`config.mk`:
```
export PLATFORM = sky130hd
export DESIGN_NAME = sb_config_loader
export DESIGN_NICKNAME = d
export VERILOG_FILES = /design/src/rtl/sb_config_loader.sv
export SDC_FILE = /design/constraint.sdc
export NUM_CORES = 1
export LEC_CHECK = 0
export BUFFER_PORTS_ARGS = -buffer_cell sky130_fd_sc_hd__buf_2
export CAP_MARGIN = 20
export CELL_PAD_IN_SITES_DETAIL_PLACEMENT = 1
export CELL_PAD_IN_SITES_GLOBAL_PLACEMENT = 2
export CORE_ASPECT_RATIO = 0.7
export CORE_MARGIN = 1.5
export CORE_UTILIZATION = 30
export CTS_BUF_LIST = sky130_fd_sc_hd__clkbuf_4
export DETAILED_ROUTE_END_ITERATION = 10
export PLACE_DENSITY = 0.77
export SLEW_MARGIN = 20
export SYNTH_ARGS = -nofsm -noshare
export SYNTH_HDL_FRONTEND = slang
export SYNTH_SLANG_ARGS = --single-unit
```
`constraint.sdc`:
```
create_clock -name clock -period 2.3 [get_ports clock]
set_clock_uncertainty 0.1 [all_clocks]
set_input_delay 0.46 -clock clock [delete_from_list [all_inputs] [get_ports clock]]
set_output_delay 0.46 -clock clock [all_outputs]
set_load 0.05 [all_outputs]
```
`src/rtl/sb_config_loader.sv`:
```
// sb_config_loader: assembles byte-stream segments into switch-box config frames
// and strobes each frame into its tile, stepping through every tile in order.
module sb_config_loader #(
  parameter int CONFIG_WIDTH = 112,
  parameter int WORD_WIDTH = 8,
  parameter int TILE_COUNT = 12,
  localparam int TW = (TILE_COUNT > 1) ? $clog2(TILE_COUNT) : 1
) (
  input  logic                    clock,
  input  logic                    nreset,
  input  logic                    start,
  input  logic                    abort,
  input  logic [WORD_WIDTH-1:0]   word_in,
  input  logic                    word_valid,
  output logic                    word_ready,
  output logic [CONFIG_WIDTH-1:0] config_out,
  output logic [TW-1:0]           config_tile,
  output logic                    config_we,
  output logic                    busy,
  output logic                    done
);
  localparam int FRAME_WORDS = (CONFIG_WIDTH + WORD_WIDTH - 1) / WORD_WIDTH;
  localparam int WC = $clog2(FRAME_WORDS + 1);
  localparam logic [WC-1:0] LAST_W = WC'(FRAME_WORDS - 1);
  localparam logic [TW-1:0] LAST_T = TW'(TILE_COUNT - 1);
  typedef enum logic [1:0] {IDLE, LOAD, WRITE, DONE} state_t;
  state_t                  state_q;
  logic [WC-1:0]           word_cnt_q;
  logic [TW-1:0]           tile_cnt_q;
  logic [CONFIG_WIDTH-1:0] cfg_q, cfg_d;
  logic                    we_q, busy_q, done_q;
  logic                    xfer;
  // abort wins over a simultaneous word, so the word is refused rather than dropped
  assign word_ready = (state_q == LOAD) && !abort;
  assign xfer = word_ready && word_valid;
  always_comb begin
    cfg_d = cfg_q;
    for (int k = 0; k < FRAME_WORDS; k++)
      for (int b = 0; b < WORD_WIDTH; b++)
        if (xfer && word_cnt_q == WC'(k) && k * WORD_WIDTH + b < CONFIG_WIDTH)
          cfg_d[k * WORD_WIDTH + b] = word_in[b];
  end
  always_ff @(posedge clock) begin
    if (!nreset) begin
      state_q    <= IDLE;
      word_cnt_q <= '0;
      tile_cnt_q <= '0;
      cfg_q      <= '0;
      we_q       <= 1'b0;
      busy_q     <= 1'b0;
      done_q     <= 1'b0;
    end else begin
      cfg_q <= cfg_d;
      we_q  <= 1'b0;
      case (state_q)
        IDLE, DONE: if (start) begin
          state_q    <= LOAD;
          word_cnt_q <= '0;
          tile_cnt_q <= '0;
          busy_q     <= 1'b1;
          done_q     <= 1'b0;
        end
        LOAD: if (abort) begin
          state_q    <= IDLE;
          word_cnt_q <= '0;
          tile_cnt_q <= '0;
          busy_q     <= 1'b0;
        end else if (word_valid) begin
          word_cnt_q <= word_cnt_q + WC'(1);
          if (word_cnt_q == LAST_W) begin
            state_q <= WRITE;
            we_q    <= 1'b1;
          end
        end
        WRITE: if (abort) begin
          state_q    <= IDLE;
          word_cnt_q <= '0;
          tile_cnt_q <= '0;
          busy_q     <= 1'b0;
        end else if (tile_cnt_q == LAST_T) begin
          state_q <= DONE;
          busy_q  <= 1'b0;
          done_q  <= 1'b1;
        end else begin
          state_q    <= LOAD;
          tile_cnt_q <= tile_cnt_q + TW'(1);
          word_cnt_q <= '0;
        end
        default: state_q <= IDLE;
      endcase
    end
  end
  assign config_out  = cfg_q;
  assign config_tile = tile_cnt_q;
  assign config_we   = we_q;
  assign busy        = busy_q;
  assign done        = done_q;
endmodule

```
# Word-level counts from Yosys, hierarchy flattened
# Cells that the tools add are included.
classes:
  add_sub_neg: 2
  n_eq_ne: 25
  mux: 27
  n_bitwise: 3
  n_reduce_logical: 27
op_table:
  columns: ["cell", "n"]
  rows:
  - ["$mux W4", 8]
  - ["$eq A4 B4 Y1 const B", 7]
  - ["$pmux W4 S3", 2]
  - ["$eq A4 B3 Y1 const B", 4]
  - ["$logic_and A1 B1 Y1", 16]
  - ["$mux W2", 6]
  - ["$reduce_and A3 Y1", 4]
  - ["$ne A3 B3 Y1 const B", 3]
  - ["$add A4 B1 Y4 const B", 2]
  - ["$eq A4 B2 Y1 const B", 2]
  - ["$mux W1", 8]
  - ["$ne A2 B2 Y1 const B", 4]
  - ["$pmux W2 S3", 1]
  - ["$eq A2 B2 Y1 const B", 2]
  - ["$eq A4 B1 Y1 const B", 1]
  - ["$logic_not A4 Y1", 1]
  - ["$reduce_and A4 Y1", 1]
  - ["$reduce_or A4 Y1", 1]
  - ["$ne A3 B2 Y1 const B", 1]
  - ["$not A1 Y1", 3]
  - ["$pmux W1 S3", 1]
  - ["$eq A2 B1 Y1 const B", 1]
  - ["$logic_not A2 Y1", 1]
  - ["$pmux W1 S2", 1]
  - ["3 further kinds", 3]
word_totals:
  regBits: 125
  out_inout_bits: 120
  wordCells: 104

# Logic depth before layout (Yosys ltp)
# Gate-level depths: netlist (run 1).
logic_depth:
  ltp_word: 5
  mapped_depth: 7
  ltp_nobuf: 7

# Worst setup path before layout (run 1)
# No wires, ideal clock.
synth_path:
  kind: "register to register"
  startpoint: "reg state_q[1]"
  endpoint: "reg cfg_q[24], in the netlist config_out[24]"
  setup_ns: 0.118
  arrival_time_ns: 1.851
  t_required_ns: 2.082
  slack_ns: 0.230
  stages_incl_launch_ff: 8
  path_cell_list: "dfxtp_1 inv_1 ha_1 nand2b_1 inv_1 nand4_1 mux2i_1 nor2b_1"
synth_via:
  elab_chain_cells: 4
synth_lines:
  columns: ["element", "line_no", "source"]
  rows:
  - ["start, declared", "27", "state_t state_q;"]
  - ["start signal, assigned", "45", "state_q <= IDLE;"]
  - ["start signal, assigned", "57", "state_q <= LOAD;"]
  - ["start signal, assigned", "64", "state_q <= IDLE;"]
  - ["$eq A2 B1 Y1", "34", "assign word_ready = (state_q == LOAD) && !abort;"]
  - ["$logic_and A1 B1 Y1", "34", null]
  - ["named net word_ready", "15", "output logic word_ready,"]
  - ["$logic_and A1 B1 Y1", "35", "assign xfer = word_ready && word_valid;"]
  - ["$logic_and A1 B1 Y1", "40", "if (xfer && word_cnt_q == WC'(k) && k * WORD_WIDTH + b < CONFIG_WIDTH)"]
  - ["end signal, assigned", "53", "cfg_q <= cfg_d;"]
  - ["end, declared", "30", "logic [CONFIG_WIDTH-1:0] cfg_q, cfg_d;"]
# The timed path passes the listed nets, and every way through them passes these cells.
# A chain may end at the register's enable or synchronous reset.

# Worst setup path in the final report (run 1)
layout_path:
  startpoint: "reg state_q[1]"
  endpoint: "out word_ready"
layout_via:
  elab_chain_cells: 2
layout_lines:
  columns: ["element", "line_no"]
  rows:
  - ["$eq A2 B1 Y1", "34"]
  - ["$logic_and A1 B1 Y1", "34"]
  - ["end, declared", "15"]
# Every way passes these cells.

==> qor.yml, run 1 <==
status:
  outcome: "completed"
cts:
  clkSinkCount: 125
  cts_buffer_depth: 2
  numCtsBuffers: 17
  worstSkewPairLatency_ps: 530
  ctsHoldBuffers: 0
  postCtsSetupBuffers: 0
  clkSlewWorstSetupHoldPaths_ps: 120
  cts_tree: "yes"
  htreeDepth: 4
  cts-root-buf: "clkbuf_4"
floorplanning:
  io_pins: 133
  die-area_mm2: 0.0174
  die_height_um: 111
  coreArea_mm2: 0.0163
  rows: 39
  start_util: 0.306
  die_w_um: 157
final_layout:
  area_delta_synth_final_pct: 23.2
  instances_no_fill: 844
  final_design_area_no_fill_mm2: 0.00613
  n_fill_cell: 1903
  drive_above_1_share: 0.294
  final_nets: 628
  multi_input_area_mm2: 0.00233
  antennaDiodeCount: 0
  seq_area_mm2: 0.00250
routing:
  route.antenna.remaining_nets: 0
  first_iter_violations: 156
  drt_wl_total_um: 14400
  drc: 0
  dr.pass1.iters: 4
  via_per_inst: 4.55
  wl_per_cell_um: 17.0
  via_count: 3843
sta:
  tightestPinTransition_ps: 509
  final_hold_viol_count: 0
  final-setup-viol-count: 0
  final.setup.tns_ps: 0
  slew_headroom: 0.660
  finalCritPeriodShare: 0.936
  min_period_ps: 2150
  setup_ws_ps: 147
  rsz0062_at_grt: "false"
  holdWs_ps: 133
  slew_viol_final: 0
  fmax_mhz: 464
run:
  cap_violations: 0
power_and_ir_drop:
  power.leakage_nw: 2.69
  powerDensity_mw_per_mm2: 617
  vdd_drop_max_mv: 0.265
placement:
  hpwl_um: 10300
  placement.io_buffers: 132
  dp_slack_ps: 373
  post-place-cells: 814
  placed_cell_area_mm2: 0.00590
  gp_congestion: 0.767
critical_path:
  critPathBufInv: 3
  worstReg2RegEnd: "config_out[23]"
  slowest_stage: "dfxtp_1"
  reg2reg_depth: 6
  crit_chain: "inv_1, ha_2, nand2b_1, inv_2, buf_6"
  rr_startpoint: "word_cnt_q[0]"
  r2r_slack_ps: 340
  end_kind: "primary output"
  cp-start-kind: "register"
  crit_arrival_ps: 1590
  critPathMaxFanout: 6
  worstPathRequired_ps: 1740
  path_delay_family: "buffers and inverters"
  worstSetupPathType: "register to primary output"
  critPathMaxStageDelay_ps: 350
global_route:
  grt_max_degree: 74
  antenna_found_initial: 0
  grt_pass1_wl_um: 22700
  grt-ovfl-total: 0
  grtUsageTotal: 0.172
  first_global_vias: 4033
synth:
  synth_seq_area_share: 0.502
  ys_types: 33
  synth_area_leaders: "dfxtp_1, mux2i_1, nor2b_1, nor2_1, ha_1"
  netlist_instances: 477
  synth_area_per_cell_um2: 10.4
  synth_nets: 497
  yosysWarnings: 0
  synth_area_mm2: 0.00498
  ys_seq_elements: 125
  synth_top_area_share: 0.502
  yosysTopAreaCell: "dfxtp_1"
hold_path:
  min_to: "config_out[15]"
  hp-start: "nreset"
  hp-class: "primary input to register"
  min_path_cells: 2
## power breakdown
group | total [mW] | switching [mW] | internal, mW | leakage (nW)
Clock | 1.33 | 0.805 | 0.524 | 0.123
Sequential | 2.19 | 0.00956 | 2.18 | 1.01
Combinational | 0.272 | 0.189 | 0.0828 | 1.56
Total | 3.79 | 1.00 | 2.78 | 2.69
## flip-flops by register name, indices dropped and copies added, names as in the netlist
signal and cells:
busy 1, config_out 112, config_tile 4, config_we 1, done 1, state_q 2, word_cnt_q 4
## placed cells by master, fill, tap and decap left out, drive strengths merged, types with 6 or more instances in the layout
| cell | n |
|---|---|
| nand2 | 12 |
| dfxtp | 125 |
| nand2b | 7 |
| a21oi | 6 |
| ha | 7 |
| clkbuf | 19 |
| inv | 7 |
| o21ai | 6 |
| nor2b | 65 |
| buf | 143 |
| mux2i | 114 |
| nor2 | 67 |
| clkinv | 9 |
## through the flow
step                      utilization  power [mW]
after floorplan                     -        2.41
after global placement          0.362        2.50
after detailed placement        0.362        2.51
after CTS                       0.376        3.85
after global routing            0.376        3.96
final                           0.376        3.79
## layout make-up
| type | instances | share of cell area |
|---|---|---|
| Clock inverter | 11 | 0.0128 |
| Multi-Input combinational cell | 314 | 0.380 |
| Clock buffer | 19 | 0.0233 |
| Sequential cell | 125 | 0.408 |
| Inverter | 7 | 0.00428 |
| Tap cell | 225 | 0.0459 |
| Timing Repair Buffer | 143 | 0.126 |
## cells in the mapped netlist
cell type / number
nor2b_1: 65
nand4b_1: 1
ha_1: 7
o22ai_1: 2
inv_1: 7
o211ai_1: 3
nand4b_2: 2
nor2_1: 59
or3_1: 2
nand3_1: 3
nand4_1: 3
o41ai_1: 1
o2111ai_1: 1
o32ai_1: 2
buf_2: 8
nor4b_1: 1
nor4_1: 1
mux2i_1: 114
o21ai_0: 6
or2_2: 1
a22oi_1: 1
nor3_4: 2
and3b_1: 1
a21oi_1: 6
a31oi_1: 1
dfxtp_1: 125
nor2_4: 5
nor2_2: 3
nand2b_1: 7
nand3b_1: 1
clkbuf_1: 23
and2_1: 1
nand2_1: 12
## layer usage
metal,vias to the layer above,routed length [um],global-route usage
li1,1873,-,-
met1,1858,7040,0.233
met2,100,6210,0.259
met3,12,1010,0.0649
met4,0,131,0.0415
met5,-,0,0
## worst max-delay path by stage
| stage | startpoint | end | slack (ps) | cells past startpoint |
|---|---|---|---|---|
| after CTS | state_q[1] | word_ready | 10 | 5 |
| after detailed placement | state_q[1] | config_out[3] | 370 | 6 |
| after global routing | state_q[1] | word_ready | 60 | 5 |
| after global placement | word_valid | config_out[23] | 410 | 5 |
| after floorplan | state_q[1] | config_out[24] | 230 | 7 |
| final | state_q[1] | word_ready | 150 | 5 |
## cell families after synthesis
family	synth area share
fa+ha+maj	0.0176
flops	0.502
compound gates	0.0289
buf+inv	0.0306
mux	0.229
simple gates	0.191
## repair_timing
item | CTS | global route
gates cloned | 0 | 0
hold endpoints to repair | 0 | 0
gates resized for setup | 2 | 2
setup endpoints to repair | 1 | 1
No activity file was read; power rests on OpenSTA's default activity.
==> inputs of run 2 (changes only) <==
Clock period 2.3 ns to 2.6 ns, I/O delays scaled along.
==> run 2 against run 1 <==
Against the previous run:
- die area unchanged
- largest cell class unchanged
- sequential power is 12% lower
- via count down 1.7%
- clock power is 18% lower
- highest routed layer unchanged
- wire length down 0.59%
==> qor.yml, run 2 (synthesized netlist as in run 1, its figures left out) <==
status:
  outcome: "completed"
global_route:
  grt-ovfl-total: 0  # unchanged
  antenna_found_initial: 0  # unchanged
  grtUsageTotal: 0.171  # -0.00152
  first_global_vias: 3894  # -3.4%
  grt_max_degree: 75  # +1.4%
  grt_pass1_wl_um: 22200  # -2.2%
floorplanning:
  io_pins: 133  # unchanged
  rows: 39  # unchanged
  coreArea_mm2: 0.0163  # unchanged
  start_util: 0.306  # unchanged
  die_height_um: 111  # unchanged
  die-area_mm2: 0.0174  # unchanged
  die_w_um: 157  # unchanged
critical_path:
  crit_arrival_ps: 1810  # +220 ps
  cp-start-kind: "register"
  path_delay_family: "buffers and inverters"
  worstSetupPathType: "register to primary output"
  worstPathRequired_ps: 1980  # +240 ps
  end_kind: "primary output"
  slowest_stage: "dfxtp_1"
  critPathMaxStageDelay_ps: 360  # about the same
  critPathMaxFanout: 11  # +5
  crit_chain: "inv_1, ha_2, nand2b_2, inv_2, buf_4"
  critPathBufInv: 3  # unchanged
final_layout:
  final_common_cell: "buf_2"
  largest_reg_flops: 112  # unchanged
  n_fill_cell: 1922  # +1.0%
  multi_input_area_mm2: 0.00233  # +0.11%
  drive_above_1_share: 0.295  # +0.000766
  final_nets: 622  # -0.96%
  layout_common_cells: "buf_2, dfxtp_1, mux2i_1"
  area_delta_synth_final_pct: 21.4
  final_core_util: 0.371  # -0.00545
  antennaDiodeCount: 0  # unchanged
  seq_area_mm2: 0.00250  # unchanged
cts:
  htreeDepth: 4  # unchanged
  worstSkewPairLatency_ps: 540  # about the same
  postCtsSetupBuffers: 0  # unchanged
  cts-root-buf: "clkbuf_4"
  numCtsBuffers: 17  # unchanged
  ctsHoldBuffers: 0  # unchanged
  cts_buffer_depth: 2  # unchanged
  clkSinkCount: 125  # unchanged
  clkSlewWorstSetupHoldPaths_ps: 140  # +20 ps
  cts_tree: "yes"
sta:
  fmax_mhz: 411
  final-setup-viol-count: 0  # unchanged
  tightestPinTransition_ps: 738  # +228 ps
  slew_headroom: 0.504  # -0.157
  min_period_ps: 2430
  slew_viol_final: 0  # unchanged
  final.setup.tns_ps: 0  # unchanged
  rsz0062_at_grt: "false"
  final_hold_viol_count: 0  # unchanged
  finalCritPeriodShare: 0.935
placement:
  hpwl_um: 10100  # -2.1%
  gp_congestion: 0.799  # +4.1%
  placement.io_buffers: 132  # unchanged
routing:
  drc: 0  # unchanged
  first_iter_violations: 145  # -7.1%
  drt_wl_total_um: 14300  # -0.59%
  dr.pass1.iters: 4  # unchanged
  wl_per_cell_um: 17.1  # about the same
  route.antenna.remaining_nets: 0  # unchanged
  via_per_inst: 4.50  # -1.1%
  via_count: 3777  # -1.7%
power_and_ir_drop:
  vdd_drop_max_mv: 0.297  # +12%
  power.leakage_nw: 2.65  # -1.4%
  powerDensity_mw_per_mm2: 539  # -13%
run:
  cap_violations: 0  # unchanged
hold_path:
  hp-class: "primary input to register"
-- run 2: changes by cell type in the layout (fill, tap and decap cells not counted) --
cell,before,now
buf_12,2,0
buf_4,9,6
buf_6,1,0
bufinv_16,1,0
clkbuf_4,19,20
clkinv_1,6,3
clkinv_2,2,7
clkinv_4,1,0
nand2b_1,7,6
nand2b_2,0,1
-- run 2: worst paths after layout --
| kind | startpoint | end | slack (ps) | cells past startpoint |
|---|---|---|---|---|
| worst max register to register | word_cnt_q[0] | config_out[14] | 480 | 5 |
| worst min register to register | busy | busy | 360 | 2 |
| worst max-delay path | state_q[1] | word_ready | 170 | 5 |
| worst min-delay path | start | busy | 230 | 3 |
-- run 2: cell type report --
type / instances / area share
Clock buffer: 20 / 0.0248
Multi-Input combinational cell: 314 / 0.386
Clock inverter: 11 / 0.00890
Sequential cell: 125 / 0.414
Tap cell: 225 / 0.0466
Timing Repair Buffer: 137 / 0.116
Inverter: 7 / 0.00435
-- run 2: what timing repair did --
| action | 4_1_cts | 5_1_grt |
|---|---|---|
| endpoints found under the hold margin | 0 | 0 |
| gates resized for setup | 3 | 1 |
| setup endpoints to repair | 1 | 1 |
| cloned | 0 | 0 |
-- run 2: report_power, final --
part           switching (mW)  internal (mW)  leakage, nW
combinational           0.167         0.0668         1.52
sequential            0.00731           1.92         1.01
clock                   0.709          0.382        0.124
-- run 2: routing by layer --
layer  routed length, um  GRT usage  vias to the layer above
li1                    -          -                     1852
met1                7130      0.233                     1813
met2                6010      0.249                       95
met3                 960     0.0598                       17
met4                 204     0.0579                        0
met5                   0          0                        -
-- run 2: metrics by stage --
stage | area [um2] | setup slack, ps | power [mW] | cells | hold WS (ps)
2_1_floorplan | 4980 | 530 | 2.13 | 477 | 365
3_3_place_gp | 5830 | 428 | 2.20 | 808 | 336
3_5_place_dp | 5830 | 361 | 2.21 | 808 | 343
4_1_cts | 6040 | 32.3 | 3.32 | 839 | 158
5_1_grt | 6050 | 31.3 | 3.43 | 839 | 193
6_report | 6050 | 168 | 3.26 | 839 | 226
-- run 2: tightest hold or removal path: cells and delay by family --
kind / cells / cell delay, ps
AOI/OAI and AO/OA: 2 / 160
buffers and inverters: 1 / 130
